[config.mk]
export PLATFORM = sky130hd
export DESIGN_NAME = mmio_uart_tx
export DESIGN_NICKNAME = d
export VERILOG_FILES = /design/src/rtl/mmio_uart_tx_pkg.sv /design/src/rtl/uart_tx_fifo.sv /design/src/rtl/mmio_uart_tx.sv
export SDC_FILE = /design/constraint.sdc
export NUM_CORES = 1
export LEC_CHECK = 0
export CORE_ASPECT_RATIO = 1.75
export CORE_MARGIN = 5
export CORE_UTILIZATION = 35
export CTS_CLUSTER_SIZE = 16
export DETAILED_ROUTE_END_ITERATION = 8
export PLACE_DENSITY = 0.54
export SLEW_MARGIN = 25
export SYNTH_ARGS = -nofsm -noshare
export SYNTH_HDL_FRONTEND = slang
export SYNTH_SLANG_ARGS = --single-unit
[constraint.sdc]
create_clock -name clk -period 3.3 [get_ports clk]
set_input_delay 0.825 -clock clk [delete_from_list [all_inputs] [get_ports clk]]
set_output_delay 0.825 -clock clk [all_outputs]
set_load 0.01 [all_outputs]
[src/rtl/mmio_uart_tx_pkg.sv]
// Shared definitions for the memory-mapped UART transmitter:
// register offsets (addr[3:2]), STATUS bit positions, frame size and
// serialiser state encoding.
package mmio_uart_tx_pkg;

  localparam logic [1:0] REG_TXDATA  = 2'd0;
  localparam logic [1:0] REG_STATUS  = 2'd1;
  localparam logic [1:0] REG_DIVISOR = 2'd2;

  localparam int unsigned ST_BUSY      = 0;
  localparam int unsigned ST_FULL      = 1;
  localparam int unsigned ST_EMPTY     = 2;
  localparam int unsigned ST_OVERFLOW  = 3;
  localparam int unsigned ST_COUNT_LSB = 4;

  localparam int unsigned FRAME_BITS = 8;

  typedef enum logic [1:0] {
    IDLE,
    START,
    DATA,
    STOP
  } tx_state_e;

endpackage

[src/rtl/uart_tx_fifo.sv]
// Synchronous byte FIFO feeding the UART serialiser.
// Ports: clk, rst_n (async, active-low), push/din enqueue, pop dequeue,
// dout = current head (combinational), full, empty, count (0..DEPTH).
// A push while full is accepted only if a pop happens in the same cycle.
module uart_tx_fifo #(
  parameter int unsigned DEPTH = 8
) (
  input  logic                     clk,
  input  logic                     rst_n,
  input  logic                     push,
  input  logic                     pop,
  input  logic [7:0]               din,
  output logic [7:0]               dout,
  output logic                     full,
  output logic                     empty,
  output logic [$clog2(DEPTH):0]   count
);

  localparam int unsigned AW = $clog2(DEPTH);

  logic [7:0]    mem [DEPTH];
  logic [AW-1:0] rd_ptr;
  logic [AW-1:0] wr_ptr;
  logic          do_push;
  logic          do_pop;

  assign empty   = (count == '0);
  assign full    = (count == (AW+1)'(DEPTH));
  assign do_pop  = pop && !empty;
  assign do_push = push && (!full || do_pop);
  assign dout    = mem[rd_ptr];

  always_ff @(posedge clk) begin
    if (do_push) mem[wr_ptr] <= din;
  end

  always_ff @(posedge clk or negedge rst_n) begin
    if (!rst_n) begin
      rd_ptr <= '0;
      wr_ptr <= '0;
      count  <= '0;
    end else begin
      if (do_push) wr_ptr <= wr_ptr + AW'(1);
      if (do_pop)  rd_ptr <= rd_ptr + AW'(1);
      case ({do_push, do_pop})
        2'b10:   count <= count + (AW+1)'(1);
        2'b01:   count <= count - (AW+1)'(1);
        default: ;
      endcase
    end
  end

endmodule

[src/rtl/mmio_uart_tx.sv]
// Memory-mapped 8N1 UART transmitter.
// Ports: clk, rst_n (async, active-low); bus side sel/addr/wdata/wenable
// with combinational, side-effect-free rdata (0 when !sel); serial output
// tx (idle high); irq = FIFO empty and serialiser idle.
// Registers (addr[3:2]): 0 TXDATA (write pushes), 1 STATUS, 2 DIVISOR.
module mmio_uart_tx
  import mmio_uart_tx_pkg::*;
#(
  parameter int unsigned FIFO_DEPTH  = 8,
  parameter int unsigned DIV_W       = 16,
  parameter int unsigned DEFAULT_DIV = 433
) (
  input  logic        clk,
  input  logic        rst_n,
  input  logic        sel,
  input  logic [3:0]  addr,
  input  logic [31:0] wdata,
  input  logic [3:0]  wenable,
  output logic [31:0] rdata,
  output logic        tx,
  output logic        irq
);

  localparam int unsigned CW = $clog2(FIFO_DEPTH) + 1;
  localparam int unsigned IW = $clog2(FRAME_BITS);

  logic [1:0]       reg_idx;
  logic             lane0_wr;
  logic             push;
  logic             pop;
  logic             full;
  logic             empty;
  logic [7:0]       head;
  logic [CW-1:0]    count;
  logic [3:0]       count_sat;
  logic             overflow;
  logic [DIV_W-1:0] divisor;
  logic [31:0]      lane_mask;

  tx_state_e        state, state_n;
  logic [DIV_W-1:0] baud_cnt, baud_n;
  logic [DIV_W-1:0] div_l, div_n;
  logic [IW-1:0]    bit_idx, idx_n;
  logic [7:0]       shift, shift_n;
  logic             tx_q, tx_n;
  logic             baud_done;
  logic             load;

  assign reg_idx   = addr[3:2];
  assign lane0_wr  = sel && wenable[0];
  assign push      = lane0_wr && (reg_idx == REG_TXDATA);
  assign lane_mask = {{8{wenable[3]}}, {8{wenable[2]}}, {8{wenable[1]}}, {8{wenable[0]}}};

  uart_tx_fifo #(.DEPTH(FIFO_DEPTH)) u_fifo (
    .clk   (clk),
    .rst_n (rst_n),
    .push  (push),
    .pop   (pop),
    .din   (wdata[7:0]),
    .dout  (head),
    .full  (full),
    .empty (empty),
    .count (count)
  );

  // A drop only happens when full and the serialiser is not popping.
  always_ff @(posedge clk or negedge rst_n) begin
    if (!rst_n) begin
      overflow <= 1'b0;
    end else if (push && full && !pop) begin
      overflow <= 1'b1;
    end else if (lane0_wr && reg_idx == REG_STATUS && wdata[ST_OVERFLOW]) begin
      overflow <= 1'b0;
    end
  end

  always_ff @(posedge clk or negedge rst_n) begin
    if (!rst_n) begin
      divisor <= DIV_W'(DEFAULT_DIV);
    end else if (sel && reg_idx == REG_DIVISOR) begin
      divisor <= (divisor & ~lane_mask[DIV_W-1:0]) | (wdata[DIV_W-1:0] & lane_mask[DIV_W-1:0]);
    end
  end

  always_ff @(posedge clk or negedge rst_n) begin
    if (!rst_n) begin
      state    <= IDLE;
      baud_cnt <= '0;
      div_l    <= '0;
      bit_idx  <= '0;
      shift    <= '0;
      tx_q     <= 1'b1;
    end else begin
      state    <= state_n;
      baud_cnt <= baud_n;
      div_l    <= div_n;
      bit_idx  <= idx_n;
      shift    <= shift_n;
      tx_q     <= tx_n;
    end
  end

  assign baud_done = (baud_cnt == div_l);

  // tx is registered, so each branch sets the level for the coming bit.
  // Frame loads (from IDLE or at the end of STOP) share one path.
  always_comb begin
    state_n = state;
    baud_n  = baud_cnt;
    div_n   = div_l;
    idx_n   = bit_idx;
    shift_n = shift;
    tx_n    = tx_q;
    pop     = 1'b0;
    load    = 1'b0;
    case (state)
      IDLE: begin
        load = !empty;
      end
      START: begin
        if (baud_done) begin
          baud_n  = '0;
          idx_n   = '0;
          tx_n    = shift[0];
          state_n = DATA;
        end else begin
          baud_n = baud_cnt + DIV_W'(1);
        end
      end
      DATA: begin
        if (baud_done) begin
          baud_n = '0;
          if (bit_idx == IW'(FRAME_BITS - 1)) begin
            tx_n    = 1'b1;
            state_n = STOP;
          end else begin
            shift_n = shift >> 1;
            idx_n   = bit_idx + IW'(1);
            tx_n    = shift[1];
          end
        end else begin
          baud_n = baud_cnt + DIV_W'(1);
        end
      end
      STOP: begin
        if (baud_done) begin
          baud_n  = '0;
          state_n = IDLE;
          load    = !empty;
        end else begin
          baud_n = baud_cnt + DIV_W'(1);
        end
      end
      default: state_n = IDLE;
    endcase
    if (load) begin
      pop     = 1'b1;
      shift_n = head;
      div_n   = divisor;
      baud_n  = '0;
      tx_n    = 1'b0;
      state_n = START;
    end
  end

  assign tx  = tx_q;
  assign irq = empty && (state == IDLE);

  assign count_sat = (32'(count) > 32'd15) ? 4'hF : 4'(count);

  always_comb begin
    rdata = '0;
    if (sel) begin
      case (reg_idx)
        REG_STATUS: begin
          rdata[ST_BUSY]                     = (state != IDLE);
          rdata[ST_FULL]                     = full;
          rdata[ST_EMPTY]                    = empty;
          rdata[ST_OVERFLOW]                 = overflow;
          rdata[ST_COUNT_LSB +: 4]           = count_sat;
        end
        REG_DIVISOR: rdata[DIV_W-1:0] = divisor;
        default: rdata = '0;
      endcase
    end
  end

endmodule

-- After elaboration in Yosys (flattened, before gate mapping)
Memory sizes are Yosys's and may differ from the RTL's.
Cells that the tools add are included.
- bitwise operators: 4
- shift operators: 0
- magnitude comparators: 0
- $mul: 0
- div/mod/pow operators: 0
- add/subtract/negate cells: 6
- reductions and logical operators: 31
- eq/ne operators: 18
- multiplexer cells: 33
- operators with widths (operator ; count):
    $mux 16 ; 4
    $mux 8 ; 5
    $and 16x16->16 ; 2
    $add 16x1->16 const B ; 1
    $eq 16x16->1 ; 1
    $not 16->16 ; 1
    $or 16x16->16 ; 1
    $pmux 8 s2 ; 1
    $reduce_bool 2->1 ; 7
    $ne 3x3->1 const B ; 4
    $logic_and 1x1->1 ; 10
    $mux 1 ; 10
    $mux 2 ; 5
    $add 3x1->3 const B ; 3
    $mux 3 ; 3
    $eq 2x2->1 const B ; 4
    $ne 2x2->1 const B ; 4
    $pmux 4 s2 ; 1
    $eq 2x1->1 const B ; 3
    $pmux 2 s3 ; 1
    $pmux 3 s2 ; 1
    $reduce_and 3->1 ; 2
    $reduce_and 5->1 ; 1
    $add 4x1->4 const B ; 1
    12 further kinds ; 16
- input bits: 43
- logic and storage cells: 104
- ROM bits: 0
- bits in latches: 0
- output and inout bits: 34
- memories: 1
- bits in registers: 73
- memory bits (writable): 64
- memories (memory ; words ; bits a word ; read ports ; clocked after Yosys merged registers in ; wr ports ; RTL line ; text):
    u_fifo.mem ; 8 ; 8 ; 1 ; 0 ; 1 ; uart_tx_fifo.sv:21 ; logic [7:0] mem [DEPTH];

-- Longest topological paths before layout
Gate-level depths: netlist of run 1.
- depth in word-level cells: 10
- mapped depth: 10

-- By module
Synthesis of run 1 repeated with hierarchy kept, for this count alone.
- cells, all modules: 457
- area, all modules: 6467.5 um^2
- modules (own cells, without submodules) (module ; seq. area each (um^2) ; instances ; area each (um^2) ; cells an instance):
    mmio_uart_tx ; 1584.0 ; 1 ; 3316.9 ; 295
    uart_tx_fifo ; 2172.1 ; 1 ; 3150.5 ; 162

-- Worst setup path before layout of run 1
No wires, ideal clock.
- kind: input port to flip-flop
- start: in addr[2]
- end: mem u_fifo.mem[3][0] (enable)
- cell stages on the path: 6
- setup time: 0.385 ns
- path slack: 0.487 ns
- buffers on the path: 0
- arrival: 2.428 ns
- path through: inv_1 ha_1 nand3_1 nor4b_2 o21ai_1 nor3b_1
- cells in the longest elaborated chain, start to end: 5
- RTL lines (element ; RTL line ; text):
    start, declared ; mmio_uart_tx.sv:16 ; input logic [3:0] addr,
    $logic_not 2->1 ; mmio_uart_tx.sv:51 ; assign push = lane0_wr && (reg_idx == REG_TXDATA);
    $logic_and 1x1->1 ; mmio_uart_tx.sv:51 ;
    $logic_and 1x1->1 ; uart_tx_fifo.sv:30 ; assign do_push = push && (!full || do_pop);
    $mux 1 ; uart_tx_fifo.sv:34 ; if (do_push) mem[wr_ptr] <= din;
    $mux 1 (not written as such) ; uart_tx_fifo.sv:34 ;
    end, declared ; uart_tx_fifo.sv:21 ;
Every way passes these cells.

-- Worst setup path in the final report of run 1
- start: in addr[2]
- end: out rdata[13]
- cells in the longest elaborated chain, start to end: 3
- RTL lines (element ; RTL line ; text):
    $eq 2x2->1 ; mmio_uart_tx.sv:174 ; case (reg_idx)
    $mux 8 ; mmio_uart_tx.sv:174 ;
    $mux 16 ; mmio_uart_tx.sv:173 ; if (sel) begin
    end, declared ; mmio_uart_tx.sv:19 ; output logic [31:0] rdata,
Every way passes these cells.

==> results of run 1 <==
## routing by layer
layer	wire length, microns	track usage [%]	up-vias	part of all wire [%]
met3	404	3.45	13	3.0
met1	4890	14.0	1888	37
li1	-	-	1767	-
met2	7760	25.8	72	59
met4	208	5.01	0	1.6
met5	0	0	-	0
## repair_timing
action | in CTS | in global routing
resized for setup | 9 | 3
endpoints found under the setup margin | 8 | 3
pin swaps | 0 | 0
## path summary, 6_finish.rpt
check | endpoint | cells past startpoint | start
hold reg to reg | div_l[10]$_DFFE_PN0N_ | 1 | register
setup / recovery | rdata[13] | 6 | addr[2]
min in group clk | div_l[10]$_DFFE_PN0N_ | 1 | register
max in group asynchronous | shift[3]$_DFFE_PN0P_ | 1 | rst_n
setup reg to reg | u_fifo.mem[3][5]$_DFFE_PP_ | 8 | baud_cnt[3]$_DFFE_PN0P_
hold / removal | async pin | 1 | rst_n
## worst max-delay path, delay by kind of cell
kind	cells	cell delay, ns
buffers and inverters	4	1.22
adder cells (fa/ha/maj)	1	0.20
AND/OR/NAND/NOR	1	0.15
## Yosys cell counts, drive strengths merged, types with 4 or more instances
library cell / n
nor2: 30
dfrtp: 67
mux2i: 11
a211oi: 7
dfstp: 6
xnor2: 8
and4: 4
and3: 13
xor2: 29
a22oi: 8
a21oi: 14
nand2: 13
mux2: 36
buf: 24
a22o: 6
edfxtp: 64
nand4: 4
nor4: 5
inv: 5
o21ai: 10
ha: 14
nor2b: 8
clkbuf: 13
mux4: 16
nor3b: 4
nand3: 13
## stage by stage
step	instances	area, sq um	util [%]	hold WS (ns)	setup TNS (ns)
2_1_floorplan	468	6380	-	0.468	0
3_3_place_gp	726	7080	39.6	0.486	-0.605
3_5_place_dp	726	7080	39.6	0.495	-0.702
4_1_cts	758	7670	42.9	0.509	0
5_1_grt	758	7680	42.9	0.471	0
6_report	758	7680	42.9	0.422	0
## power by group through the flow
stage	registers, W	clock network (W)	logic (W)
2_1_floorplan	0.00238	0	0.00128
3_3_place_gp	0.00258	0	0.00154
3_5_place_dp	0.00260	0	0.00158
4_1_cts	0.00256	0.00198	0.00158
5_1_grt	0.00261	0.00206	0.00174
6_report	0.00255	0.00193	0.00155
## cells by family after synthesis
| logic type | after synthesis | synth area share, % |
|---|---|---|
| buf+inv | 42 | 3.62 |
| other cells | 1 | 0.0593 |
| mux | 63 | 13.8 |
| simple gates | 107 | 9.75 |
| compound gates | 52 | 5.46 |
| xor+xnor | 37 | 5.12 |
| flops | 137 | 59.4 |
| fa+ha+maj | 14 | 2.77 |
## layout make-up
class                           instances  area, sq um
Clock inverter                         12          165
Inverter                                5         18.8
Fill cell                            1645        10200
Sequential cell                       137         3760
Timing Repair Buffer                   61          604
Multi-Input combinational cell        289         2410
Tap cell                              234          293
Clock buffer                           20          437
==> flow_summary.yaml, run 1 <==
placed_design:
  pre_cts_ws_ns: -0.117
  hpwl_mm: 9.84
  port_buffers: 40
  gp_congestion: 0.789
power:
  switchingPower_w: 0.00189
  swShare_pct: 31.3
  p_int_w: 0.00414
  power_frac_comb_pct: 25.7
  p_leak_nw: 3.20
  irDropWorstVdd_mv: 0.372
  power_w: 0.00603
  seq_power_share_pct: 42.3
  p_clk_share_pct: 32.0
  power.density_nw_per_um2: 784
clock_network:
  cts_made_buffers: 17
  clock_path_buffers: 2
  clk_latency_ns: 0.42
  clkTransAtPathRegs_ns: 0.05
  ctsHoldBuffers: 0
  h-tree-depth: 4
  cts_root_buf: "clkbuf_16"
  cts_tree: "built"
  postCtsSetupBuffers: 0
  cts.sinks: 137
routing:
  ant_nets: 0
  vias: 3740
  drc: 0
  via_per_inst: 4.93
  routed_wl_mm: 13.3
  drt_iter0_drc: 194
  drt_first_pass_iters: 4
  wl_per_cell_microns: 17.5
worst_setup_path:
  crit_path_max_incr_delay_ns: 0.55
  crit_arrival_ns: 2.40
  worst_setup_path_start_kind: "input port"
  path_cells: "clkdlybuf4s50_1 > inv_1 > ha_2 > buf_12 > and3_1 > clkdlybuf4s50_1"
  crit_top_cell: "clkdlybuf4s50_1"
  crit_required_ns: 2.47
  endpoint_kind: "output pin"
  cpMaxStageDelayCell: "clkdlybuf4s50_1"
  reg2reg_slack_ns: 0.62
  crit_path_max_fanout: 18
  crit_type: "in -> out"
timing:
  skew_ns: 0.0107
  max-slew-margin-rel_pct: 46.1
  setup_viol: 0
  grt_setup_unrepaired: "no"
  drv_slew: 0
  finalCriticalPeriod_ns: 3.22
  finalHoldViolCount: 0
  setup_slack_ns: 0.0794
  post-route-period-util_pct: 97.6
  tightestPinTransition_ns: 0.809
  fmax_mhz: 311
synth:
  ys_warn_count: 0
  synthCells: 453
  synthTopCellsByArea: "edfxtp_1, dfrtp_1, mux4_2"
  synth_area_sq_um: 6330
  ys_seq_elements: 137
  yosysUniqueCellTypes: 47
  synth-edff-count: 64
  ys.flop_type: "dfrtp_1"
  synth-async-reset-ratio_pct: 53.3
  seq_area_frac_synth_pct: 59.4
  yosysTopAreaCellShare_pct: 30.4
  syn_avg_cell_area_sq_um: 14.0
  synth_largest_area_cell: "edfxtp_1"
run_status:
  status: "finished, final reports clean"
global_route:
  first_global_vias: 4004
  track_usage_pct: 13.5
  grt_max_degree: 74
  antenna_found_initial: 0
  grt-ovfl-total: 0
  grt_pass1_wl_mm: 21.8
floorplanning:
  rows: 65
  fp.dieH_microns: 188
  fp.dieW_microns: 112
  dieArea_sq_um: 21000
  core_area_sq_um: 17900
  pin_count: 77
  start_util_pct: 35.4
layout:
  final_cell_mix: "dfrtp_1, edfxtp_1, nor2_1"
  final_common_cell: "dfrtp_1"
  antennaDiodeCount: 0
  nets: 568
  drive_gt1_share_pct: 19.3
  syn_to_final_growth_pct: 21.5
min_path:
  hold_class: "in -> async"
run:
  cap_violations: 0
No activity file was read; power rests on OpenSTA's default activity.
==> run 2: changes to the inputs <==
--- a/config.mk
+++ b/config.mk
@@ -5,13 +5,12 @@
 export SDC_FILE = /design/constraint.sdc
 export NUM_CORES = 1
 export LEC_CHECK = 0
-export CORE_ASPECT_RATIO = 1.75
 export CORE_MARGIN = 5
 export CORE_UTILIZATION = 35
 export CTS_CLUSTER_SIZE = 16
 export DETAILED_ROUTE_END_ITERATION = 8
 export PLACE_DENSITY = 0.54
-export SLEW_MARGIN = 25
+export SLEW_MARGIN = 40
 export SYNTH_ARGS = -nofsm -noshare
 export SYNTH_HDL_FRONTEND = slang
 export SYNTH_SLANG_ARGS = --single-unit
==> constraint.sdc (replaced) <==
create_clock -name clk -period 3.3 [get_ports clk]
set_input_delay 0.825 -clock clk [delete_from_list [all_inputs] [get_ports clk]]
set_output_delay 0.825 -clock clk [all_outputs]
set_load 0.05 [all_outputs]
==> flow_summary.yaml, run 2 (synthesis gave the netlist of run 1 again) <==
run_status:
  status: "finished, final reports clean"
layout:
  nets: 565
  multi_input_area_sq_um: 2410
  ff_latch_area_sq_um: 3760
  antennaDiodeCount: 0
  syn_to_final_growth_pct: 22.6
  finalNonFillerCells: 750
  final_cell_mix: "dfrtp_1, edfxtp_1, nor2_1"
  final_common_cell: "dfrtp_1"
  drive_gt1_share_pct: 22.3
  fill_cells: 1649
global_route:
  grt_max_degree: 74
  grt_pass1_wl_mm: 21.7
  grt-ovfl-total: 0
  track_usage_pct: 13.7
  antenna_found_initial: 0
  first_global_vias: 3905
worst_setup_path:
  r2r_cells: 6
  crit_arrival_ns: 2.33
  endpoint_kind: "output pin"
  path_cells: "clkdlybuf4s50_1 > inv_1 > ha_1 > buf_4 > and3_1 > buf_12"
  crit_type: "in -> out"
  reg2reg_slack_ns: 0.58
  crit_required_ns: 2.47
  r2r_start: "baud_cnt[9]$_DFFE_PN0P_"
  crit_path_max_incr_delay_ns: 0.43
  crit_path_max_fanout: 10
  reg2reg_to: "u_fifo.mem[2][6]$_DFFE_PP_"
  worst_setup_path_start_kind: "input port"
  cpMaxStageDelayCell: "clkdlybuf4s50_1"
timing:
  post-route-period-util_pct: 95.6
  fmax_mhz: 317
  finalCriticalPeriod_ns: 3.15
  finalHoldViolCount: 0
  fin_setup_tns_ns: 0
  tightestPinTransition_ns: 0.766
  setup_viol: 0
  skew_ns: 0.0113
  grt_setup_unrepaired: "no"
  hold_ws_ns: 0.415
  max-slew-margin-rel_pct: 48.9
  drv_slew: 0
floorplanning:
  fp.dieH_microns: 144
  pin_count: 77
  fp.dieW_microns: 144
  core_area_sq_um: 17900
  start_util_pct: 35.3
  rows: 49
  dieArea_sq_um: 20900
run:
  cap_violations: 0
power:
  p_leak_nw: 3.19
  power.density_nw_per_um2: 784
  irDropWorstVdd_mv: 0.448
routing:
  vias: 3737
  via_per_inst: 4.98
  drt_iter0_drc: 223
  drt_first_pass_iters: 4
  ant_nets: 0
  drc: 0
  wl_per_cell_microns: 17.4
  routed_wl_mm: 13.1
clock_network:
  clkTransAtPathRegs_ns: 0.06
  h-tree-depth: 4
  cts.sinks: 137
  ctsHoldBuffers: 0
  cts_made_buffers: 17
  cts_tree: "built"
  cts_root_buf: "clkbuf_16"
  clock_path_buffers: 2
  clk_latency_ns: 0.42
placed_design:
  hpwl_mm: 9.62
  dpl.cell_count: 718
  gp_congestion: 0.751
  port_buffers: 40
min_path:
  hold_class: "in -> async"
==> run 2: changes by cell type in the layout (fill, tap and decap cells not counted), sizes merged <==
| cell | before | now |
|---|---|---|
| buf | 22 | 35 |
| dlygate4sd2 | 8 | 0 |
| clkdlybuf4s50 | 29 | 22 |
| inv | 9 | 14 |
| bufinv | 3 | 0 |
| clkbuf | 20 | 17 |
| clkinv | 3 | 4 |
| dlymetal6s2s | 2 | 1 |
==> run 2: stage by stage <==
| step | instance area (sq um) | worst slack [ns] | total power [W] | util (%) |
|---|---|---|---|---|
| finish | 7750 | 0.146 | 0.00608 | 43.3 |
| global route | 7750 | 0.0646 | 0.00648 | 43.3 |
| CTS | 7750 | 0.0348 | 0.00617 | 43.3 |
| detailed placement | 7160 | -0.0140 | 0.00430 | 40.0 |
| global placement | 7160 | 0.0469 | 0.00424 | 40.0 |
| floorplan | 6380 | 0.211 | 0.00374 | - |
==> run 2: cell type report <==
type	instances	share of cell area [%]
multi-input combinational	289	31.1
clock inverter	15	1.97
sequential	137	48.5
tap	229	3.70
timing repair buffer	58	9.02
clock buffer	17	5.49
inverter	5	0.242
==> run 2: timing repair <==
item,in CTS,in global routing
endpoints found under the setup margin,1,1
buffers inserted,0,0
gates resized for setup,1,1
gates cloned,0,0
==> run 2: layer usage <==
metal  wire (microns)  GRT usage, %  up-vias
li1                 -             -     1758
met1             6250          19.2     1897
met2             6130          20.9       66
met3              492          3.21       16
met4              195          5.11        0
met5                0             0        -
==> run 2: worst max path at each step <==
stage / from / end / slack [ns]
final: addr[2] / rdata[15] / 0.15
after global routing: addr[2] / rdata[15] / 0.06
after CTS: u_fifo.count[2]$_DFFE_PN0P_ / irq / 0.03
after detailed placement: addr[2] / u_fifo.mem[2][7]$_DFFE_PP_ / -0.01
after global placement: addr[2] / u_fifo.mem[2][7]$_DFFE_PP_ / 0.05
after floorplan: addr[2] / rdata[6] / 0.21
==> run 2: worst max-delay path, delay by kind of cell <==
| family | cells | cell delay, ns |
|---|---|---|
| and+or+nand+nor | 1 | 0.22 |
| buffers and inverters | 4 | 0.90 |
| adders and majority gates | 1 | 0.38 |
==> run 2: where the power goes <==
| part | switching [W] | leakage (nW) | internal (W) | total [W] |
|---|---|---|---|---|
| Sequential | 0.000422 | 1.47 | 0.00214 | 0.00256 |
| Clock | 0.000820 | 0.280 | 0.00101 | 0.00183 |
| Combinational | 0.000852 | 1.43 | 0.000844 | 0.00170 |
| Total | 0.00209 | 3.19 | 0.00399 | 0.00608 |
==> run 3: changes to the inputs <==
--- a/config.mk
+++ b/config.mk
@@ -5,6 +5,7 @@
 export SDC_FILE = /design/constraint.sdc
 export NUM_CORES = 1
 export LEC_CHECK = 0
+export CAP_MARGIN = 20
 export CORE_MARGIN = 5
 export CORE_UTILIZATION = 35
 export CTS_CLUSTER_SIZE = 16
==> results of run 3 <==
The final DEF is identical to that of run 2; final timing and power are the same.
